## src/rtl/uart_cmd_pkg.sv

```systemverilog
// Shared definitions for the UART command sequencer: opcodes, FSM states and
// header field positions.
package uart_cmd_pkg;

   localparam logic [3:0] OP_WR16 = 4'h1;
   localparam logic [3:0] OP_WR8  = 4'h2;

   localparam int HDR_BIT = 8;
   localparam int OP_MSB  = 7;
   localparam int OP_LSB  = 4;

   typedef enum logic [1:0] {
      IDLE    = 2'd0,
      DATA_HI = 2'd1,
      DATA_LO = 2'd2,
      COMMIT  = 2'd3
   } state_t;

endpackage

```

## src/rtl/uart_cmd_timer.sv

```systemverilog
// Inter-frame watchdog: counts enabled cycles and flags when the limit is hit.
module uart_cmd_timer #(
   parameter int unsigned TIMEOUT_CYCLES = 1_000_000
) (
   input  logic clk,
   input  logic rst,
   input  logic clr,
   input  logic en,
   output logic expire
);

   localparam int CNT_W = (TIMEOUT_CYCLES > 2) ? $clog2(TIMEOUT_CYCLES) : 1;
   localparam logic [CNT_W-1:0] LIMIT = CNT_W'(TIMEOUT_CYCLES - 1);

   logic [CNT_W-1:0] cnt;

   always_ff @(posedge clk) begin
      if (rst) begin
         cnt <= '0;
      end else if (clr) begin
         cnt <= '0;
      end else if (en) begin
         cnt <= cnt + CNT_W'(1);
      end
   end

   assign expire = en && (cnt == LIMIT);

endmodule

```

## src/rtl/uart_cmd_ctrl.sv

```systemverilog
// Parses header/data frames from the UART receiver and issues single-cycle
// writes into the VGA configuration register file.
module uart_cmd_ctrl
   import uart_cmd_pkg::*;
#(
   parameter int unsigned TIMEOUT_CYCLES = 1_000_000,
   parameter int unsigned ADDR_W         = 4
) (
   input  logic              clk,
   input  logic              rst,
   input  logic [8:0]        frame,
   input  logic              frame_valid,
   output logic [ADDR_W-1:0] reg_addr,
   output logic [15:0]       reg_wdata,
   output logic              reg_we,
   output logic              err,
   output logic              busy,
   output logic [7:0]        cmd_cnt
);

   state_t            state;
   logic              wr8_q;
   logic [ADDR_W-1:0] addr_q;
   logic [15:0]       shift;
   logic              err_pend;

   logic              hdr;
   logic [3:0]        hdr_op;
   logic              hdr_legal;
   state_t            hdr_next;
   logic              in_pkt;
   logic              tmr_clr;
   logic              expire;

   always_comb begin
      hdr       = frame[HDR_BIT];
      hdr_op    = frame[OP_MSB:OP_LSB];
      hdr_legal = (hdr_op == OP_WR16) || (hdr_op == OP_WR8);
      hdr_next  = (hdr_op == OP_WR8) ? DATA_LO : DATA_HI;
      in_pkt    = (state == DATA_HI) || (state == DATA_LO);
      tmr_clr   = frame_valid || !in_pkt;
   end

   uart_cmd_timer #(
      .TIMEOUT_CYCLES(TIMEOUT_CYCLES)
   ) u_timer (
      .clk   (clk),
      .rst   (rst),
      .clr   (tmr_clr),
      .en    (in_pkt),
      .expire(expire)
   );

   always_ff @(posedge clk) begin
      if (rst) begin
         state     <= IDLE;
         wr8_q     <= 1'b0;
         addr_q    <= '0;
         shift     <= '0;
         err_pend  <= 1'b0;
         reg_addr  <= '0;
         reg_wdata <= '0;
         reg_we    <= 1'b0;
         err       <= 1'b0;
         busy      <= 1'b0;
         cmd_cnt   <= '0;
      end else begin
         reg_we   <= 1'b0;
         err      <= err_pend;
         err_pend <= 1'b0;
         case (state)
            IDLE, COMMIT: begin
               if (state == COMMIT) begin
                  reg_we    <= 1'b1;
                  reg_addr  <= addr_q;
                  reg_wdata <= shift;
                  cmd_cnt   <= cmd_cnt + 8'd1;
               end
               state <= IDLE;
               busy  <= 1'b0;
               if (frame_valid) begin
                  if (hdr && hdr_legal) begin
                     state  <= hdr_next;
                     busy   <= 1'b1;
                     addr_q <= frame[ADDR_W-1:0];
                     wr8_q  <= (hdr_op == OP_WR8);
                  end else if (state == COMMIT) begin
                     // Defer the error one cycle so it never overlaps reg_we.
                     err_pend <= 1'b1;
                  end else begin
                     err <= 1'b1;
                  end
               end
            end
            DATA_HI, DATA_LO: begin
               if (frame_valid) begin
                  if (hdr) begin
                     err   <= 1'b1;
                     state <= hdr_legal ? hdr_next : IDLE;
                     busy  <= hdr_legal;
                     if (hdr_legal) begin
                        addr_q <= frame[ADDR_W-1:0];
                        wr8_q  <= (hdr_op == OP_WR8);
                     end
                  end else if (state == DATA_HI) begin
                     shift[15:8] <= frame[7:0];
                     state       <= DATA_LO;
                  end else begin
                     shift[7:0] <= frame[7:0];
                     if (wr8_q) begin
                        shift[15:8] <= 8'h00;
                     end
                     state <= COMMIT;
                     busy  <= 1'b0;
                  end
               end else if (expire) begin
                  err   <= 1'b1;
                  state <= IDLE;
                  busy  <= 1'b0;
               end
            end
            default: begin
               state <= IDLE;
               busy  <= 1'b0;
            end
         endcase
      end
   end

endmodule

```

## config.mk

```make
export PLATFORM = sky130hd
export DESIGN_NAME = uart_cmd_ctrl
export DESIGN_NICKNAME = d
export VERILOG_FILES = /design/src/rtl/uart_cmd_pkg.sv /design/src/rtl/uart_cmd_timer.sv /design/src/rtl/uart_cmd_ctrl.sv
export SDC_FILE = /design/constraint.sdc
export NUM_CORES = 1
export LEC_CHECK = 0
export ABC_AREA = 1
export CAP_MARGIN = 15
export CORE_ASPECT_RATIO = 0.7
export CORE_MARGIN = 5
export CORE_UTILIZATION = 50
export CTS_CLUSTER_DIAMETER = 30
export DETAILED_ROUTE_END_ITERATION = 6
export HOLD_SLACK_MARGIN = 0.08
export MAX_ROUTING_LAYER = met4
export PLACE_DENSITY = 0.72
export SLEW_MARGIN = 10
export SYNTH_ARGS = -nofsm -noshare
export SYNTH_HDL_FRONTEND = slang
export SYNTH_SLANG_ARGS = --single-unit
```

## constraint.sdc

```tcl
create_clock -name clk -period 4.3 [get_ports clk]
set_input_delay 1.075 -clock clk [delete_from_list [all_inputs] [get_ports clk]]
set_output_delay 1.075 -clock clk [all_outputs]
set_load 0.02 [all_outputs]
```

After elaboration in Yosys (flattened, before gate mapping)
Cells that the tools add are included.

Multiplexer cells: 38. Eq/ne operators: 13. Add/sub/neg operators: 2. Bitwise logic cells: 4. Reductions and logical operators: 18.

Operators by type and width (count): 20-bit by 1-bit adder with 20-bit output (second input constant) (1); 20-bit == test (second input constant) (1); 4-bit 2-to-1 mux (5); 1-bit 2-to-1 mux (19); 8-bit 2-to-1 mux (2); 2-bit 2-to-1 mux (7); 2-bit inequality test (second input constant) (5); 8-bit by 1-bit adder with 8-bit output (second input constant) (1); 4-bit case mux with 2 select lines (1); 4-bit AND reduction (2); 2-bit OR reduction (4); 1-bit case mux with 2 select lines (3); 5-bit AND reduction (1); 2-bit == test (second input constant) (2); 4-bit by 1-bit == test with 1-bit output (second input constant) (1); 4-bit by 2-bit == test with 1-bit output (second input constant) (1); 4-bit inequality test (second input constant) (1); 1-bit NOT (4); 2-bit case mux with 2 select lines (1); 2-bit AND reduction (2); 4-bit OR reduction (1); 1-bit logical OR (3); 3-bit inequality test (second input constant) (1); 2-bit by 1-bit == test with 1-bit output (second input constant) (1); 4 further kinds (5).

Logic and storage cells: 88. Bits in registers: 75. Bits of input ports: 12.

Longest topological paths before layout
Gate-level depths: netlist (run 1).

Depth after elaboration: 6. Depth in mapped cells: 10. Gate-level depth less buffers: 10.

Cells and area by module
From an unflattened synthesis (run 1), not the netlist that was laid out.

Cell total of the unflattened synthesis: 453. Area, all modules: 3273.1 um^2.

By module, submodules not included: uart_cmd_ctrl (cells an instance 273, sequential area each 1101.1 um^2, times used 1, area each 2162.1 um^2); uart_cmd_timer (cells an instance 180, sequential area each 400.4 um^2, times used 1, area each 1111.1 um^2).

Worst setup path after synthesis (run 1)
Ideal clock, no wire load.

Kind: in2reg. From: in frame[7]. To: reg busy. Data required time: 4236 ps. Library setup time: 64 ps. Stages on the path: 7. Path buffers: 0. Data arrival time: 1793 ps. Path slack: 2443 ps. Cell sequence: nor2_1 -> nand4_1 -> nand2_1 -> inv_2 -> nand3_1 -> nand2_1 -> nor2_1.

Longest elaborated chain between the ends: 6. Elaborated cells between the ends (all ways): 9. Those cells by class: 2 x eq/ne; 5 x mux; 2 x reduce/logical.

Ends and longest elaborated chain: start, declared (line uart_cmd_ctrl.sv:11) `input logic [8:0] frame,`; 4-bit by 1-bit == test with 1-bit output or 4-bit by 2-bit == test with 1-bit output (tied branches) (line uart_cmd_ctrl.sv:38) `hdr_legal = (hdr_op == OP_WR16) || (hdr_op == OP_WR8);`; 1-bit logical OR (*) (line uart_cmd_ctrl.sv:38); 1-bit logical AND (line uart_cmd_ctrl.sv:82) `if (hdr && hdr_legal) begin`; 1-bit 2-to-1 mux (line uart_cmd_ctrl.sv:82); 1-bit 2-to-1 mux (line uart_cmd_ctrl.sv:81) `if (frame_valid) begin`; 1-bit case mux with 2 select lines (*) (line uart_cmd_ctrl.sv:71) `case (state)`; end signal, assigned (line uart_cmd_ctrl.sv:100) `busy <= hdr_legal;`; end, declared (line uart_cmd_ctrl.sv:17) `output logic busy,`.

Every way passes the cells marked *; elsewhere a longest branch is shown, timed or not. A chain may end at the register's enable or synchronous reset.

Worst setup path in the final report (run 1)
From: in rst. To: reg u_timer.cnt[5].

Longest elaborated chain between the ends: 1.

Ends and longest elaborated chain: start, declared (line uart_cmd_ctrl.sv:10) `input logic rst,`; 2-bit OR reduction (no source line); end signal, assigned (line uart_cmd_timer.sv:23) `cnt <= cnt + CNT_W'(1);`; end, declared (line uart_cmd_timer.sv:15) `logic [CNT_W-1:0] cnt;`.

Every way passes these cells.

==> results of run 1 <==
cell usage in the layout (no fill, tap or decap), types with 6 or more instances in the layout:
cell | netlist | layout
o21ai_0 | 37 | 37
clkbuf_8 | 0 | 9
nor3_1 | 9 | 9
ha_1 | 6 | 6
nand2_1 | 71 | 71
inv_1 | 29 | 29
clkdlybuf4s50_1 | 0 | 42
nor2_1 | 101 | 101
nand3_1 | 14 | 14
a21oi_1 | 31 | 31
dfxtp_1 | 75 | 75
power by group through the flow:
stage / registers [W] / clock network [W] / logic (W)
after floorplan: 0.000719 / 0 / 0.0000246
after global placement: 0.000718 / 0 / 0.0000499
after detailed placement: 0.000718 / 0 / 0.0000502
after CTS: 0.000702 / 0.000662 / 0.0000508
after global routing: 0.000703 / 0.000694 / 0.0000565
final: 0.000702 / 0.000647 / 0.0000507
worst register-to-register path, cell delays in order, from the launching register on:
cell and delay [ns]:
dfxtp_1 0.42, ha_1 0.75, inv_1 0.56, nor2_1 0.25
nor2_1 0.07
flip-flops by register name, summed over array words and instances, names as in the netlist:
signal       flops
cmd_cnt          8
u_timer.cnt     20
err_pend         1
err              1
busy             1
addr_q           4
shift           16
reg_we           1
reg_wdata       16
reg_addr         4
wr8_q            1
state            2
through the flow:
step	instances	cell area, µm²	util (%)	hold WS (ns)	total power [W]
2_1_floorplan	421	3090	-	0.418	0.000744
3_3_place_gp	531	3570	58.3	0.431	0.000768
3_5_place_dp	531	3570	58.3	0.438	0.000768
4_1_cts	547	3810	62.2	0.455	0.00141
5_1_grt	547	3810	62.2	0.500	0.00145
6_report	547	3810	62.2	0.452	0.00140
routing by layer:
layer,part of all wire (%),vias to the layer above
li1,-,1439
met1,54,1223
met2,41,48
met3,4.2,9
met4,1.1,0
met5,0,-
path summary, 6_finish.rpt:
path                                     from                     endpoint  slack [ns]  cells past startpoint
setup / recovery                          rst  u_timer.cnt[5]$_SDFFE_PP0N_        1.80                      6
hold / removal    u_timer.cnt[0]$_SDFFE_PP0N_  u_timer.cnt[0]$_SDFFE_PP0N_        0.45                      1
setup reg to reg        state[0]$_SDFFE_PP0P_    reg_wdata[9]$_SDFFE_PP0P_        2.14                      4
hold reg to reg   u_timer.cnt[0]$_SDFFE_PP0N_  u_timer.cnt[0]$_SDFFE_PP0N_        0.45                      1
cell type report:
cell class	count	share of cell area (%)
well taps	78	2.56
flip-flops and latches	75	39.4
clock buffers	10	3.35
multi-input cells	301	37.2
clock inverters	6	2.95
repair buffers	43	11.2
inverters	34	3.35
cell families (layout without fill, tap and decap cells):
| kind of cell | Yosys count | count (layout) | share of synthesized area, % |
|---|---|---|---|
| DFF | 75 | 75 | 48.6 |
| buffers and inverters | 45 | 93 | 5.51 |
| and+or+nand+nor | 216 | 216 | 30.0 |
| adders and majority gates | 6 | 6 | 2.43 |
| AOI/OAI and AO/OA | 76 | 76 | 12.6 |
| xor gates and xnor gates | 3 | 3 | 0.851 |
==> summary.txt, run 1 <==
global-route wire length before repair - 11.2 mm
WS Path Type - input port to flip-flop
fmax - 0.399 GHz
Slowest-stage cell, CP - clkdlybuf4s50_1
CP Data Required Time - 4.54 ns
hold_buf cts - 0
top_reg_cell synth - dfxtp_1
TritonCTS Buffers - 9
most frequent cells after synthesis - nor2_1 (101), dfxtp_1 (75), nand2_1 (71), o21ai_0 (37), a21oi_1 (31)
H-tree depth - 3
Worst-Margin Slew - 0.857 ns
fraction of registers with async set or reset after synthesis - 0%
Most Crowded Layer GR - met2
clk sinks - 75
DP Wirelength - 4.77 mm
count leader, synth - nor2_1
Via density - 4.97
Final Hold Fails - 0
fin crit share - 58.2%
Synth Area per Inst - 7.33 µm²
gr ovfl total - 0
leading post-synthesis cells by cell area - dfxtp_1 (49%), nor2_1 (12%), nand2_1 (8.6%)
Warnings, synthesis - 0
largest net degree at the start of global routing - 41
routability congestion estimate - 0.837
Setup TNS - 0 ns
CTS tree - yes
crit path DAT - 2.74 ns
sequential share of power - 50.2%
initial antenna violation count - 0
Power Density - 367 nW/µm²
GR Util met1 - 24.2%
initial DRC count - 162
Post-CTS Resized - 0
Leakage - 1.55 nW
initial core utilization - 50.4%
Critical Path End Type - flip-flop
Antenna Cells - 0
Worst slew margin - 42.9%
top cell type's share of synthesized area - 48.6%
critical path launch point type - input port
max-slew violations - 0
P_sw - 0.000293 W
mapped cell area - 3090 µm²
VDD IR-drop max - 228 µV
Final ANT Viol Nets - 0
# rows - 24
die height - 75.8 µm
wire length per cell - 12.3 µm
Core Region - 6130 µm²
Seq/Total Area, Yosys - 48.6%
IO Port Bufs - 42
EDFF count, synth - 0
RSZ-0062 raised after global routing - no
Clock Tree Root - clkbuf_8
Residual DRC - 0
Post-CTS Setup Inserts - 0
Die W - 104 µm
Bufs on Longest Clock Path - 2
register clock-pin slew on the reported worst setup and hold paths - 0.07 ns
Setup-failing EPs final - 0
met2 usage - 25.5%
Reg area - 1500 µm²
syn_nets - 439
Clock power frac - 46.2%
area grow syn2layout - 23.4%
CP top delay family - buffers and inverters
sw frac - 20.9%
max-cap violation count - 0
worst skew pair latency - 0.35 ns
Total GRT Usage - 18.2%
Top Ports - 43
fillers - 559
area of the multi-input gates - 1420 µm²
Tightest Hold Check Type - flip-flop to flip-flop
Layout Nets - 482
Synth Register Bits - 75
crit-path cells - clkdlybuf4s50_1 -> inv_1 -> nand2_1 -> inv_2 -> o21ai_0 -> nor2_1
via count - 2719
layout cell share with drive strength beyond 1 - 7.25%
Final Worst Setup Slack - 1.80 ns
DRT Pass-1 Iters - 4
Post-Synthesis Cells - 421
number of global-route vias before repair - 2518
crit path time final - 2.50 ns
status - completed
Fin Clk Skew - 0.00768 ns
Yosys top cell by area - dfxtp_1
Die Footprint - 7870 µm²
Netlist cell types - 31
met3 Use GR - 5.08%
Comb pwr share - 3.6%
Routed WL - 6.73 mm
maximum fanout along the worst path - 15
slowest stage delay, CP - 0.83 ns
post-place setup slack - 1.44 ns
Buf/Inv on CP - 3
P_int - 0.00111 W
No activity file was read; power rests on OpenSTA's default activity.
==> run 2, diff against run 1 <==
- clock period: 4.3 -> 2.4 ns (I/O delays scaled with it)
==> run 2 against run 1 <==
Effect of this change: worst hold slack improved by 0.0049 ns; wire length increased by 3.7%; final area about the same; cell count increased by 0.55%; register-to-register slack got worse by 1.7 ns; global-route usage increased by 0.98 points; critical path depth decreased by 5; combinational power increased by 86%; power increased by 72%; largest cell class unchanged; largest power group unchanged.
==> summary.txt, run 2 (synthesis gave the netlist of run 1 again) <==
Slowest-stage cell, CP - clkdlybuf4s50_1
Bufs on Longest Clock Path - 2 (unchanged)
TritonCTS Buffers - 9 (unchanged)
initial antenna violation count - 0 (unchanged)
Antenna Cells - 0 (unchanged)
Final Non-Filler Cells - 550 (+0.55%)
die height - 75.8 µm (unchanged)
post-place setup slack - 0.325 ns (-1.11 ns)
worst skew pair latency - 0.36 ns (about the same)
Power Density - 632 nW/µm² (+72%)
CP Data Required Time - 1.80 ns (-2.74 ns)
Leakage - 1.55 nW (-0.23%)
commonest non-fill, non-tap cell in the layout - nor2_1
Buf/Inv on CP - 1 (-2)
P_sw - 0.000532 W (+81%)
initial DRC count - 131 (-19%)
sw frac - 22.1% (+1.1 points)
most frequent cells in the layout - nor2_1 (101), dfxtp_1 (75), nand2_1 (71)
sequential share of power - 52.2% (+2.0 points)
# rows - 24 (unchanged)
area of the multi-input gates - 1420 µm² (unchanged)
VDD IR-drop max - 319 µV (+40%)
Reg area - 1500 µm² (unchanged)
status - completed
Die Footprint - 7870 µm² (unchanged)
Top Ports - 43 (unchanged)
max-slew violations - 0 (unchanged)
Core Region - 6130 µm² (unchanged)
total power - 0.00241 W (+72%)
DP Wirelength - 5.12 mm (+7.3%)
number of global-route vias before repair - 2517 (-0.040%)
Worst-Margin Slew - 0.637 ns (-0.221 ns)
Clock power frac - 43.8% (-2.4 points)
clk sinks - 75 (unchanged)
slowest stage delay, CP - 0.63 ns (-0.20 ns)
IO Port Bufs - 42 (unchanged)
Final Worst Setup Slack - 0.407 ns (-1.39 ns)
crit path time final - 1.99 ns
Layout Nets - 485 (+0.62%)
crit path DAT - 1.39 ns (-1.35 ns)
gr ovfl total - 0 (unchanged)
Residual DRC - 0 (unchanged)
routability congestion estimate - 0.878 (+5.0%)
CTS tree - yes
hold_buf cts - 0 (unchanged)
WS Path Type - flip-flop to primary output
largest net degree at the start of global routing - 41 (unchanged)
Critical Path End Type - primary output
maximum fanout along the worst path - 5 (-10)
Die W - 104 µm (unchanged)
via count - 2758 (+1.4%)
Fin Clk Skew - 0.00676 ns (-0.000922 ns)
RSZ-0062 raised after global routing - no
Post-CTS Setup Inserts - 0 (unchanged)
initial core utilization - 50.4% (unchanged)
Worst slew margin - 57.5% (+15 points)
global-route wire length before repair - 11.7 mm (+4.5%)
fmax - 0.502 GHz
Clock Tree Root - clkbuf_8
max-cap violation count - 0 (unchanged)
Via density - 5.01 (+0.88%)
wire length per cell - 12.7 µm (+3.1%)
register clock-pin slew on the reported worst setup and hold paths - 0.08 ns (about the same)
H-tree depth - 3 (unchanged)
Post-CTS Resized - 0 (unchanged)
DRT Pass-1 Iters - 5 (+1)
Final ANT Viol Nets - 0 (unchanged)
fillers - 574 (+2.7%)
Tightest Hold Check Type - flip-flop to flip-flop
Biggest register - u_timer.cnt
layout cell share with drive strength beyond 1 - 7.84% (+0.59 points)
P_int - 0.00188 W (+70%)
Setup-failing EPs final - 0 (unchanged)
CP top delay family - buffers and inverters
top flop regs - u_timer.cnt: 20 flops, reg_wdata: 16 flops, shift: 16 flops
Routed WL - 6.98 mm (+3.7%)
Total GRT Usage - 19.2% (+0.98 points)
critical path launch point type - flip-flop
fin crit share - 83.0%
max reg flops - 20 (unchanged)
area grow syn2layout - 23.4% (about the same)
crit-path cells - clkdlybuf4s50_1
Comb pwr share - 3.9% (+0.3 points)
Setup TNS - 0 ns (unchanged)
Final Hold Fails - 0 (unchanged)
Placed Cells - 534 (+0.56%)
## run 2: power groups by stage
| stage | clock network (W) | logic, W | registers [W] |
|---|---|---|---|
| final | 0.00106 | 0.0000945 | 0.00126 |
| after global routing | 0.00113 | 0.000105 | 0.00126 |
| after CTS | 0.00108 | 0.0000945 | 0.00126 |
| after detailed placement | 0 | 0.0000935 | 0.00129 |
| after global placement | 0 | 0.0000925 | 0.00129 |
| after floorplan | 0 | 0.0000442 | 0.00129 |
## run 2: per-layer routing
metal	track usage [%]	wire length, µm	vias up
met4	6.03	80	0
met5	-	0	-
met2	27.7	2850	66
met1	25.5	3610	1240
li1	-	-	1443
met3	6.52	441	9
## run 2: layout make-up
type | instances | share of cell area, %
clock inverters | 6 | 2.33
well taps | 78 | 2.56
repair buffers | 46 | 11.8
clock buffers | 10 | 3.35
multi-input cells | 301 | 37.2
flip-flops and latches | 75 | 39.4
inverters | 34 | 3.35
## run 2: path summary, 6_finish.rpt
| path | start | end | cells past startpoint | slack [ns] |
|---|---|---|---|---|
| setup / recovery | cmd_cnt[4]$_SDFFE_PP0P_ | cmd_cnt[4] | 1 | 0.41 |
| hold / removal | u_timer.cnt[0]$_SDFFE_PP0N_ | u_timer.cnt[0]$_SDFFE_PP0N_ | 1 | 0.46 |
| setup reg to reg | state[1]$_SDFFE_PP0P_ | u_timer.cnt[17]$_SDFFE_PP0N_ | 9 | 0.46 |
| hold reg to reg | u_timer.cnt[0]$_SDFFE_PP0N_ | u_timer.cnt[0]$_SDFFE_PP0N_ | 1 | 0.46 |
## run 2: worst register-to-register path: cells and delay by family (launching register included)
kind	cells	cell delay (ns)
DFF	1	0.40
AOI/OAI and AO/OA	1	0.14
buffers and inverters	2	0.25
and+or+nand+nor	5	0.71
adders and majority gates	1	0.37
## run 2: stage by stage
stage               area [µm²]  util [%]  hold slack, ns
floorplan                 3090         -           0.418
global route              3810      62.2           0.474
global placement          3590      58.7           0.428
finish                    3810      62.2           0.457
CTS                       3810      62.2           0.459
detailed placement        3590      58.7           0.441
